<file path="src/rtl/ibex_wb_pkg.sv">
// rtl/ibex_wb_pkg.sv - shared types and helpers for the register file writeback controller
//
// Purpose: staged write request type, outstanding-load limit and the
// register address legality check shared by the writeback controller files.
// Ports: none (package).

package ibex_wb_pkg;

  // Upper bound on the outstanding-load destination FIFO depth.
  localparam int unsigned NumOutstandingMax = 4;

  // Width of the data field carried in a staged write request.
  localparam int unsigned WbDataWidth = 32;

  typedef struct packed {
    logic [4:0]             addr;
    logic [WbDataWidth-1:0] data;
    logic                   we;
  } wb_req_t;

  // RV32E only implements x0..x15; any address with bit 4 set is outside it.
  function automatic logic rf_addr_legal(input logic [4:0] addr, input bit rv32e);
    return !(rv32e && addr[4]);
  endfunction

endpackage

</file>
<file path="src/rtl/ibex_wb_ld_fifo.sv">
// rtl/ibex_wb_ld_fifo.sv - in-order FIFO of outstanding load destination addresses
//
// Purpose: remembers the destination register of every load handed to the
// LSU, in issue order, and exposes every slot so hazards can be detected.
// Ports:
//   clk_i, rst_ni   clock, asynchronous active-low reset
//   push_i          store push_addr_i at the tail (ignored when full)
//   push_addr_i     destination register of the issued load
//   pop_i           drop the head entry (ignored when empty)
//   full_o/empty_o  occupancy flags
//   head_o          destination of the oldest outstanding load
//   valid_o/addr_o  per-slot occupancy and destination address

module ibex_wb_ld_fifo #(
  parameter int unsigned Depth = 2
) (
  input  logic                  clk_i,
  input  logic                  rst_ni,
  input  logic                  push_i,
  input  logic [4:0]            push_addr_i,
  input  logic                  pop_i,
  output logic                  full_o,
  output logic                  empty_o,
  output logic [4:0]            head_o,
  output logic [Depth-1:0]      valid_o,
  output logic [Depth-1:0][4:0] addr_o
);

  localparam int unsigned PtrW = (Depth > 1) ? $clog2(Depth) : 1;

  logic [PtrW-1:0]       wr_ptr_q, rd_ptr_q;
  logic [Depth-1:0]      valid_q;
  logic [Depth-1:0][4:0] addr_q;
  logic                  push, pop;

  // Pointers wrap at Depth, which need not be a power of two.
  function automatic logic [PtrW-1:0] next_ptr(input logic [PtrW-1:0] p);
    return (p == PtrW'(Depth - 1)) ? '0 : p + 1'b1;
  endfunction

  assign full_o  = &valid_q;
  assign empty_o = ~|valid_q;

  // Push is only possible when not full and pop only when not empty, so a
  // simultaneous push and pop always targets two different slots.
  assign push = push_i && !full_o;
  assign pop  = pop_i && !empty_o;

  always_ff @(posedge clk_i or negedge rst_ni) begin
    if (!rst_ni) begin
      wr_ptr_q <= '0;
      rd_ptr_q <= '0;
      valid_q  <= '0;
      addr_q   <= '0;
    end else begin
      if (push) begin
        addr_q[wr_ptr_q]  <= push_addr_i;
        valid_q[wr_ptr_q] <= 1'b1;
        wr_ptr_q          <= next_ptr(wr_ptr_q);
      end
      if (pop) begin
        valid_q[rd_ptr_q] <= 1'b0;
        rd_ptr_q          <= next_ptr(rd_ptr_q);
      end
    end
  end

  assign head_o  = addr_q[rd_ptr_q];
  assign valid_o = valid_q;
  assign addr_o  = addr_q;

endmodule

</file>
<file path="src/rtl/ibex_rf_writeback_ctrl.sv">
// rtl/ibex_rf_writeback_ctrl.sv - register file write port arbiter, load tracker and forwarder
//
// Purpose: merges single-cycle EX results and variable-latency LSU load
// responses into one registered register-file write per cycle, tracks the
// destinations of outstanding loads for load-use stalls and forwards the
// staged write to the read ports.
// Optional feature macro: IBEX_WB_DUMMY_R0_EN (adds ex_dummy_i; an EX result
// flagged dummy with destination x0 writes the register file's dummy r0).
// Ports:
//   clk_i, rst_ni                      clock, asynchronous active-low reset
//   ex_valid_i/ex_ready_o              EX result handshake
//   ex_waddr_i/ex_wdata_i              EX destination and result
//   ex_dummy_i                         dummy-r0 write request (macro only)
//   ld_issue_i/ld_waddr_i              load issue and its destination
//   ld_issue_ready_o                   a tracking slot is free
//   lsu_rvalid_i/lsu_rdata_i/lsu_err_i load response
//   rf_waddr_o/rf_wdata_o/rf_we_o      register file write port
//   raddr_a_i/raddr_b_i                decode read addresses
//   hazard_a_o/hazard_b_o              read address waits on an outstanding load
//   fwd_a_o/fwd_b_o/fwd_data_o         bypass of the staged write
//   ld_err_o                           pulse after an errored load response
//   spurious_o                         pulse after a response with nothing outstanding

module ibex_rf_writeback_ctrl
  import ibex_wb_pkg::*;
#(
  parameter bit          RV32E          = 1'b0,
  parameter int unsigned DataWidth      = 32,
  parameter int unsigned NumOutstanding = 2   // 1..NumOutstandingMax
) (
  input  logic                 clk_i,
  input  logic                 rst_ni,
  input  logic                 ex_valid_i,
  output logic                 ex_ready_o,
  input  logic [4:0]           ex_waddr_i,
  input  logic [DataWidth-1:0] ex_wdata_i,
`ifdef IBEX_WB_DUMMY_R0_EN
  input  logic                 ex_dummy_i,
`endif
  input  logic                 ld_issue_i,
  input  logic [4:0]           ld_waddr_i,
  output logic                 ld_issue_ready_o,
  input  logic                 lsu_rvalid_i,
  input  logic [DataWidth-1:0] lsu_rdata_i,
  input  logic                 lsu_err_i,
  output logic [4:0]           rf_waddr_o,
  output logic [DataWidth-1:0] rf_wdata_o,
  output logic                 rf_we_o,
  input  logic [4:0]           raddr_a_i,
  input  logic [4:0]           raddr_b_i,
  output logic                 hazard_a_o,
  output logic                 hazard_b_o,
  output logic                 fwd_a_o,
  output logic                 fwd_b_o,
  output logic [DataWidth-1:0] fwd_data_o,
  output logic                 ld_err_o,
  output logic                 spurious_o
);

  logic                           fifo_full, fifo_empty;
  logic [4:0]                     fifo_head;
  logic [NumOutstanding-1:0]      fifo_valid;
  logic [NumOutstanding-1:0][4:0] fifo_addr;
  logic                           fifo_push, fifo_pop;
  logic                           ex_accept, ex_dummy_r0;
  logic                           hazard_a, hazard_b;
  wb_req_t                        wb_d, wb_q;
  logic                           ld_err_q, spurious_q;

  // --------------------------------------------------------------------------
  // Outstanding-load tracking
  // --------------------------------------------------------------------------
  assign ld_issue_ready_o = !fifo_full;
  assign fifo_push        = ld_issue_i && !fifo_full;
  assign fifo_pop         = lsu_rvalid_i && !fifo_empty;

  ibex_wb_ld_fifo #(
    .Depth (NumOutstanding)
  ) u_ld_fifo (
    .clk_i       (clk_i),
    .rst_ni      (rst_ni),
    .push_i      (fifo_push),
    .push_addr_i (ld_waddr_i),
    .pop_i       (fifo_pop),
    .full_o      (fifo_full),
    .empty_o     (fifo_empty),
    .head_o      (fifo_head),
    .valid_o     (fifo_valid),
    .addr_o      (fifo_addr)
  );

  // --------------------------------------------------------------------------
  // Arbitration: a real load response owns the write port; a response with
  // nothing outstanding does not, so it never stalls EX.
  // --------------------------------------------------------------------------
  assign ex_ready_o = !fifo_pop;
  assign ex_accept  = ex_valid_i && ex_ready_o;

`ifdef IBEX_WB_DUMMY_R0_EN
  assign ex_dummy_r0 = ex_dummy_i && (ex_waddr_i == 5'd0);
`else
  assign ex_dummy_r0 = 1'b0;
`endif

  // Address and data follow every accepted result, even one that does not
  // write (x0, illegal RV32E address); they hold otherwise while we drops.
  // An errored load response is not an accepted result.
  always_comb begin
    wb_d    = wb_q;
    wb_d.we = 1'b0;
    if (fifo_pop) begin
      if (!lsu_err_i) begin
        wb_d.addr = fifo_head;
        wb_d.data = WbDataWidth'(lsu_rdata_i);
        wb_d.we   = (fifo_head != 5'd0) && rf_addr_legal(fifo_head, RV32E);
      end
    end else if (ex_accept) begin
      wb_d.addr = ex_waddr_i;
      wb_d.data = WbDataWidth'(ex_wdata_i);
      wb_d.we   = ((ex_waddr_i != 5'd0) && rf_addr_legal(ex_waddr_i, RV32E)) || ex_dummy_r0;
    end
  end

  always_ff @(posedge clk_i or negedge rst_ni) begin
    if (!rst_ni) begin
      wb_q       <= '0;
      ld_err_q   <= 1'b0;
      spurious_q <= 1'b0;
    end else begin
      wb_q       <= wb_d;
      ld_err_q   <= fifo_pop && lsu_err_i;
      spurious_q <= lsu_rvalid_i && fifo_empty;
    end
  end

  assign rf_waddr_o = wb_q.addr;
  assign rf_wdata_o = DataWidth'(wb_q.data);
  assign rf_we_o    = wb_q.we;
  assign ld_err_o   = ld_err_q;
  assign spurious_o = spurious_q;

  // --------------------------------------------------------------------------
  // Hazards: every occupied slot counts, including the head being popped this
  // cycle, because its data is not in the register file until the next cycle.
  // --------------------------------------------------------------------------
  always_comb begin
    hazard_a = 1'b0;
    hazard_b = 1'b0;
    for (int i = 0; i < int'(NumOutstanding); i++) begin
      if (fifo_valid[i] && (fifo_addr[i] == raddr_a_i)) hazard_a = 1'b1;
      if (fifo_valid[i] && (fifo_addr[i] == raddr_b_i)) hazard_b = 1'b1;
    end
  end

  assign hazard_a_o = hazard_a && (raddr_a_i != 5'd0);
  assign hazard_b_o = hazard_b && (raddr_b_i != 5'd0);

  // --------------------------------------------------------------------------
  // Forwarding: the register file only holds the staged value one cycle
  // later. x0 is never forwarded, even when a dummy-r0 write is staged.
  // --------------------------------------------------------------------------
  assign fwd_a_o    = rf_we_o && (rf_waddr_o == raddr_a_i) && (raddr_a_i != 5'd0);
  assign fwd_b_o    = rf_we_o && (rf_waddr_o == raddr_b_i) && (raddr_b_i != 5'd0);
  assign fwd_data_o = rf_wdata_o;

endmodule

</file>
<file path="config.mk">
export PLATFORM = sky130hd
export DESIGN_NAME = ibex_rf_writeback_ctrl
export DESIGN_NICKNAME = d
export VERILOG_FILES = /design/src/rtl/ibex_wb_pkg.sv /design/src/rtl/ibex_wb_ld_fifo.sv /design/src/rtl/ibex_rf_writeback_ctrl.sv
export SDC_FILE = /design/constraint.sdc
export NUM_CORES = 1
export LEC_CHECK = 0
export CORE_UTILIZATION = 35
export DETAILED_ROUTE_END_ITERATION = 12
export PLACE_DENSITY = 0.77
export SETUP_SLACK_MARGIN = 0.2
export SYNTH_ARGS = -nofsm -noshare
export SYNTH_HDL_FRONTEND = slang
export SYNTH_SLANG_ARGS = --single-unit
</file>
<file path="constraint.sdc">
create_clock -name clk_i -period 1.5 [get_ports clk_i]
set_input_delay 0.225 -clock clk_i [delete_from_list [all_inputs] [get_ports clk_i]]
set_output_delay 0.225 -clock clk_i [all_outputs]
set_load 0.01 [all_outputs]
</file>
==> flow_summary.ini, run 1 <==
[power]
power_density_nw_per_um2 = 1620
ir_drop_mv = 0.927
leakage_nw = 2.72
power_mw = 8.94

[worst_setup_path]
crit_path_max_incr_delay_ns = 0.40
r2r_start = u_ld_fifo.valid_o[1]
cp.arrival_ns = 1.71
worst-path-buf-inv = 2
crit_family = flip-flops
ff2ff_path_depth = 9
end_kind = output pin
worstPathCellList = buf_6 > xor2_1 > nor4_1 > nand3_1 > a21oi_2 > buf_2
critical_path.max_fanout = 3
r2r-end = fwd_data_o[28]
path_depth = 6
rrSetupSlack_ns = -0.21
worstSetupStartpointType = flop
slowest_stage = dfrtp_1
cp.required_ns = 1.27
critPathKind = reg2out

[sta]
fmax_ghz = 0.517
fin_crit_ns = 1.93
whs_ns = 0.310
fin_crit_sh_pct = 129
worst_pin_slew_ns = 0.269
finalClockSkew_ns = 0.0109
rsz0062_at_grt = yes
relSlewSlack_pct = 81.5
maxSlewViolCount = 0
finalSetupViolCount = 42
hold_viol = 0
finalWorstSetupSlack_ns = -0.433

[route]
wire_per_inst_um = 17.7
viasPerCell = 5.10
remaining_drc_errors = 0
antenna_left = 0
drt_pass1_iterations = 4
drt_iter0_drc = 90
routed_wl_um = 10100
vias = 2920

[synthesis]
synth_edf_count = 0
synth_ff_type = dfrtp_1
synth_area_sq_um = 2920
synth_compound_area_share_pct = 21.1
ys_types = 29
syn_area_per_cell_sq_um = 11.4
ys_ff_latch = 54
synth_xor_area_share_pct = 9.59
ys_seq_area_share_pct = 46.2
synth_nets = 347
synthSimpleGateAreaFrac_pct = 6.64
synth_cells = 257
yosys_warnings = 0
yosys.area_share.adder_pct = 0
synth_top_family_by_area = compound AO/OA/AOI/OAI gates
muxShareOfSynthArea_pct = 5.57
async_flop_share_pct = 100

[placement]
place_ws_ns = -0.829
io_buffers = 167
globalplace.congestion = 0.870
place.detailed.hpwl_um = 6620

[layout]
syn2layout_area_growth_pct = 89.0
drive_above_1_share_pct = 30.4
final_nets = 560
antenna_cells = 0

[global_routing]
grt_pass1_wl_um = 15400
use_met2_pct = 41.9
grt_usage_pct = 23.1
grt_use_met1_pct = 29.2
busiest_layer = met2
grt_pass1_vias = 2930
gr-total-overflow = 0
met3_usage_pct = 3.98
antenna_found_initial = 0
grt_max_degree = 55

[cts]
cts-htree-levels = 2
clockBufferDepth = 2
cts_sinks = 54
worstSkewPairLatency_ns = 0.31
clk_pin_slew_ns = 0.10
root_buffer = clkbuf_8
cts_tree = built
cts_buffers = 5

[min_path]
hold_start = lsu_rvalid_i
whs_path_depth = 2
hold_class = in2reg
holdPathEnd = spurious_o

[die]
dieHeight_um = 93.4
start_util_pct = 37.1
io_pins = 168
dieWidth_um = 93.4
core_sq_um = 7890
dieArea_sq_um = 8720
row_count = 32

[run_status]
status = finished, violations left
violations = negative setup slack

[job]
max_cap_violations = 0
-- sequential cells by signal, summed over array words and instances, names as in the netlist --
name and cells:
u_ld_fifo.wr_ptr_q 1, u_ld_fifo.valid_o 2, u_ld_fifo.addr_o 10, ld_err_o 1, spurious_o 1, rf_waddr_o 5, u_ld_fifo.rd_ptr_q 1, rf_we_o 1
fwd_data_o 32
-- worst max path at each step --
stage,startpoint,end,slack (ns)
global placement,raddr_a_i[1],hazard_a_o,-0.79
finish,u_ld_fifo.addr_o[6],hazard_a_o,-0.43
detailed placement,raddr_a_i[1],hazard_a_o,-0.83
floorplan,u_ld_fifo.valid_o[0],fwd_data_o[0],0.08
CTS,u_ld_fifo.addr_o[9],hazard_a_o,-0.44
global route,u_ld_fifo.addr_o[6],hazard_a_o,-0.51
-- metrics by stage --
step | area, sq um | instances | utilization (%) | TNS (ns)
final | 5520 | 573 | 70.0 | -6.40
after global routing | 5520 | 573 | 70.0 | -8.39
after CTS | 5390 | 566 | 68.3 | -4.71
after detailed placement | 4740 | 516 | 60.1 | -10.86
after global placement | 4740 | 516 | 60.1 | -9.84
after floorplan | 2960 | 257 | - | 0
-- power breakdown --
part	leakage (nW)	internal [mW]	switching [mW]	total (mW)
Combinational	2.03	3.25	2.14	5.39
Sequential	0.644	2.08	0.662	2.74
Clock	0.0452	0.331	0.471	0.802
Total	2.72	5.66	3.28	8.94
-- worst reg2reg max path, stage by stage, from the launching register on --
cell     delay (ns)
dfrtp_2        0.40
buf_6          0.11
o21ai_4        0.06
buf_6          0.14
and2_4         0.16
buf_12         0.15
buf_12         0.12
buf_16         0.12
a22o_1         0.20
a21o_1         0.15
-- cells in the final DEF, fill, tap and decap left out, types with 3 or more instances in the layout --
cell type	count
xnor2_2	3
buf_2	12
a21o_1	32
a21oi_2	3
dlygate4sd2_1	67
clkdlybuf4s50_1	78
mux2_2	5
nand3_1	5
a22o_1	32
clkdlybuf4s15_1	4
dfrtp_1	47
dfrtp_2	7
xor2_1	20
xnor2_1	9
nor2_1	5
nor2_4	3
nor4_1	5
clkbuf_8	5
a221o_1	5
buf_6	30
mux2_4	5
buf_16	10
buf_12	9
mux2i_1	5
or4_1	3
buf_4	36
-- area by class of cell --
cell class | count | area, sq um
clock buffer | 6 | 72.6
clock inverter | 2 | 13.8
fill | 612 | 2360
inverter | 1 | 6.26
multi-input combinational | 159 | 1380
sequential | 54 | 1360
tap | 102 | 128
timing repair buffer | 249 | 2560
-- cell usage after synthesis, types with 2 or more instances --
cell / number / area share (%)
buf_6: 3 / 1.2
nor2_1: 8 / 1.0
mux2_2: 10 / 3.9
a21oi_1: 4 / 0.68
a21o_1: 32 / 8.2
mux2i_1: 5 / 1.7
xnor2_1: 12 / 3.6
xor2_1: 20 / 6.0
nand4_1: 2 / 0.43
nor4_1: 6 / 1.3
a22o_1: 32 / 9.6
nand2_1: 4 / 0.51
a221o_1: 5 / 1.7
nand3_1: 6 / 1.0
or4_1: 3 / 0.77
buf_2: 7 / 1.2
dfrtp_1: 54 / 46
buf_4: 32 / 8.2
o21ai_0: 2 / 0.34
-- metal layers --
layer,part of all wire [%],vias to the layer above
met5,0,-
met2,52,129
met3,6.9,9
met4,0.85,0
li1,-,1339
met1,40,1443
-- timing repair --
item / 4_1_cts / 5_1_grt
setup buffers: 30 / 7
resized for setup: 195 / 24
endpoints found under the setup margin: 126 / 61
cloned: 11 / 0
hold buffers: 1 / 0
endpoints found under the hold margin: 54 / 0
pin swaps: 61 / 8
-- cell families after synthesis --
family | after synthesis
DFF | 54
and+or+nand+nor | 35
muxes | 15
xor gates and xnor gates | 32
buffers and inverters | 44
AOI/OAI and AO/OA | 77
(Power assumes the default switching activity.)
==> run 2: changes to the inputs <==
--- a/config.mk
+++ b/config.mk
@@ -7,6 +7,7 @@
 export LEC_CHECK = 0
 export CORE_UTILIZATION = 35
 export DETAILED_ROUTE_END_ITERATION = 12
+export HOLD_SLACK_MARGIN = 0.02
 export PLACE_DENSITY = 0.77
 export SETUP_SLACK_MARGIN = 0.2
 export SYNTH_ARGS = -nofsm -noshare
==> results of run 2 <==
No change in the layout: final DEF, timing and power equal those of run 1.
==> run 3: changes to the inputs <==
--- a/config.mk
+++ b/config.mk
@@ -5,7 +5,8 @@
 export SDC_FILE = /design/constraint.sdc
 export NUM_CORES = 1
 export LEC_CHECK = 0
-export CORE_UTILIZATION = 35
+export ABC_AREA = 1
+export CORE_UTILIZATION = 36
 export DETAILED_ROUTE_END_ITERATION = 12
 export HOLD_SLACK_MARGIN = 0.02
 export PLACE_DENSITY = 0.77
==> run 3 against run 2 <==
  * The flow still finishes with violations (negative setup slack)
  * Sequential cell count stayed put
  * Synthesized cell count increased by 73%
  * Count of clock-buffer cells in the layout stayed put
  * Core utilization grew 4.7 points
  * Fmax rose by 14%
  * Hold slack improved by 0.13 ns
  * Non-clock buffer count stayed put
  * Die area grew 4.8%
  * Clock skew shrank 0.0013 ns
  * Via count grew 28%
  * Critical path type unchanged
  * Largest power group unchanged
==> flow_summary.ini, run 3 <==
[cts]
clockBufferDepth = 2
worstSkewPairLatency_ns = 0.30
cts_tree = built
cts_sinks = 54
cts-htree-levels = 2
cts_buffers = 5
clk_pin_slew_ns = 0.09
root_buffer = clkbuf_8

[synthesis]
synth_top_area_share_pct = 42.8
ys_types = 19
synth_ff_type = dfrtp_1
async_flop_share_pct = 100
synth_top_family_by_area = simple AND/OR/NAND/NOR gates
synth_edf_count = 0
synth_area_sq_um = 3150
synthTopCellsByArea = dfrtp_1 (43%), nand2_1 (23%), buf_4 (7.6%), nand3_1 (6.8%), inv_1 (3.8%)
yosys.area_share.adder_pct = 0
synthTopCellsByCount = nand2_1 (196), dfrtp_1 (54), nand3_1 (43), buf_4 (32), inv_1 (32)
synthSimpleGateAreaFrac_pct = 35.8
muxShareOfSynthArea_pct = 0
synth_xor_area_share_pct = 1.39
synth_nets = 535
ys_ff_latch = 54
synth_cells = 445
post-synth-top-area-cell = dfrtp_1
synth_compound_area_share_pct = 4.05
yosys_warnings = 0
ys_seq_area_share_pct = 42.8
post-synth-top-count-cell = nand2_1
syn_area_per_cell_sq_um = 7.09

[power]
p_seq_share_pct = 26.9
p_clk_share_pct = 9.5
leakage_nw = 3.35
combinationalPowerShare_pct = 63.5
p_int_mw = 6.03
power.switching_mw = 4.35
power_density_nw_per_um2 = 1670
p_sw_share_pct = 41.9
ir_drop_mv = 0.821

[worst_setup_path]
critical_path.max_fanout = 4
critPathKind = reg2out
cp.arrival_ns = 1.47
end_kind = output pin
cp.required_ns = 1.27
slowest_stage = dfrtp_2
r2r-end = rf_waddr_o[4]
worstSetupStartpointType = flop
crit_family = flip-flops
ff2ff_path_depth = 13
r2r_start = u_ld_fifo.valid_o[0]
worst-path-buf-inv = 1
rrSetupSlack_ns = -0.08
worstPathCellList = xor2_2 > nor2_2 > nand4_1 > nor2_1 > buf_2
crit_path_max_incr_delay_ns = 0.48

[layout]
fin_area_sq_um = 6230
final_nets = 745
drive_above_1_share_pct = 36.5
antenna_cells = 0
fin_util_pct = 74.7
largest_register_ffs = 32
final_common_cell = nand2_1
layout_common_cells = nand2_1 (131), clkdlybuf4s50_1 (80), dlygate4sd2_1 (66)
syn2layout_area_growth_pct = 97.5

[sta]
finalSetupViolCount = 42
whs_ns = 0.437
fin_crit_ns = 1.69
rsz0062_at_grt = yes
fmax_ghz = 0.592
maxSlewViolCount = 0
fin_crit_sh_pct = 113
worst_pin_slew_ns = 0.396
relSlewSlack_pct = 73.3
hold_viol = 0
finalWorstSetupSlack_ns = -0.190
finalClockSkew_ns = 0.00959

[placement]
place.detailed.hpwl_um = 7630
io_buffers = 167
globalplace.congestion = 0.941
placedInstanceArea_sq_um = 4930

[route]
antenna_left = 0
drt_pass1_iterations = 5
viasPerCell = 4.90
drt_iter0_drc = 149
vias = 3724
routed_wl_um = 12300
remaining_drc_errors = 0
wire_per_inst_um = 16.2

[global_routing]
grt_max_degree = 55
use_met2_pct = 45.5
grt_usage_pct = 25.5
grt_use_met1_pct = 30.5
grt_pass1_wl_um = 17400
gr-total-overflow = 0
met3_usage_pct = 4.47
busiest_layer = met2
grt_pass1_vias = 3563
antenna_found_initial = 0

[job]
max_cap_violations = 0

[die]
start_util_pct = 37.8
io_pins = 168
dieArea_sq_um = 9140
core_sq_um = 8340
dieHeight_um = 95.6
dieWidth_um = 95.6
row_count = 33

[run_status]
status = finished, violations left
violations = negative setup slack

[min_path]
hold_class = in2async
==> run 3: cell type report <==
class,instances,area (sq um)
fill,600,2110
multi-input combinational,309,1950
sequential,54,1360
clock buffer,6,82.6
inverter,36,160
timing repair buffer,249,2520
clock inverter,1,30.0
tap,105,131
==> run 3: cells by family after synthesis <==
| logic type | count (synthesis) |
|---|---|
| compound gates | 25 |
| flops | 54 |
| xor+xnor | 5 |
| simple gates | 279 |
| buf+inv | 82 |
==> run 3: how the worst max path moves through the flow <==
stage,endpoint,from,slack [ns],cells past startpoint
detailed placement,hazard_a_o,raddr_a_i[2],-0.62,8
CTS,fwd_b_o,rf_waddr_o[4],-0.16,5
global route,hazard_b_o,u_ld_fifo.addr_o[9],-0.27,7
floorplan,fwd_data_o[0],u_ld_fifo.valid_o[1],0.26,10
global placement,hazard_a_o,raddr_a_i[2],-0.60,8
finish,fwd_b_o,rf_waddr_o[4],-0.19,5
==> run 3: power groups by stage <==
stage / Sequential [mW] / Combinational [mW] / Clock, mW
floorplan: 2.73 / 2.22 / 0
global route: 2.87 / 7.05 / 1.06
detailed placement: 2.70 / 4.71 / 0
CTS: 2.71 / 5.65 / 1.01
global placement: 2.69 / 4.66 / 0
finish: 2.79 / 6.59 / 0.991
==> run 3: worst register-to-register path: stages, from the launching register on <==
cell,delay (ns)
dfrtp_1,0.41
buf_6,0.13
inv_4,0.05
nand2_4,0.06
nand2_4,0.08
buf_12,0.12
clkinv_4,0.05
nand2_4,0.07
nand2_4,0.07
inv_8,0.08
buf_12,0.13
buf_12,0.15
nand2_4,0.05
nand3_2,0.06
==> run 3: per-layer routing <==
metal  share of wire (%)  routed length (um)
met1                  38                4730
met2                  53                6510
met3                 6.8                 839
met4                 1.9                 234
met5                   0                   0
==> run 3: what timing repair did <==
| item | CTS | global route |
|---|---|---|
| hold buffers | 1 | 0 |
| resized for setup | 277 | 97 |
| buffers inserted | 21 | 15 |
| pin swaps | 19 | 26 |
| hold endpoints to repair | 54 | 0 |
| cloned | 8 | 1 |
| endpoints found under the setup margin | 121 | 73 |
==> run 3: through the flow <==
step / setup slack [ns] / instances / TNS (ns) / total power, mW
after detailed placement: -0.618 / 707 / -2.39 / 7.41
after floorplan: 0.264 / 445 / 0 / 4.96
after global routing: -0.266 / 760 / -4.78 / 11.0
final: -0.190 / 760 / -2.41 / 10.4
after CTS: -0.162 / 744 / -1.35 / 9.37
after global placement: -0.598 / 707 / -2.32 / 7.35
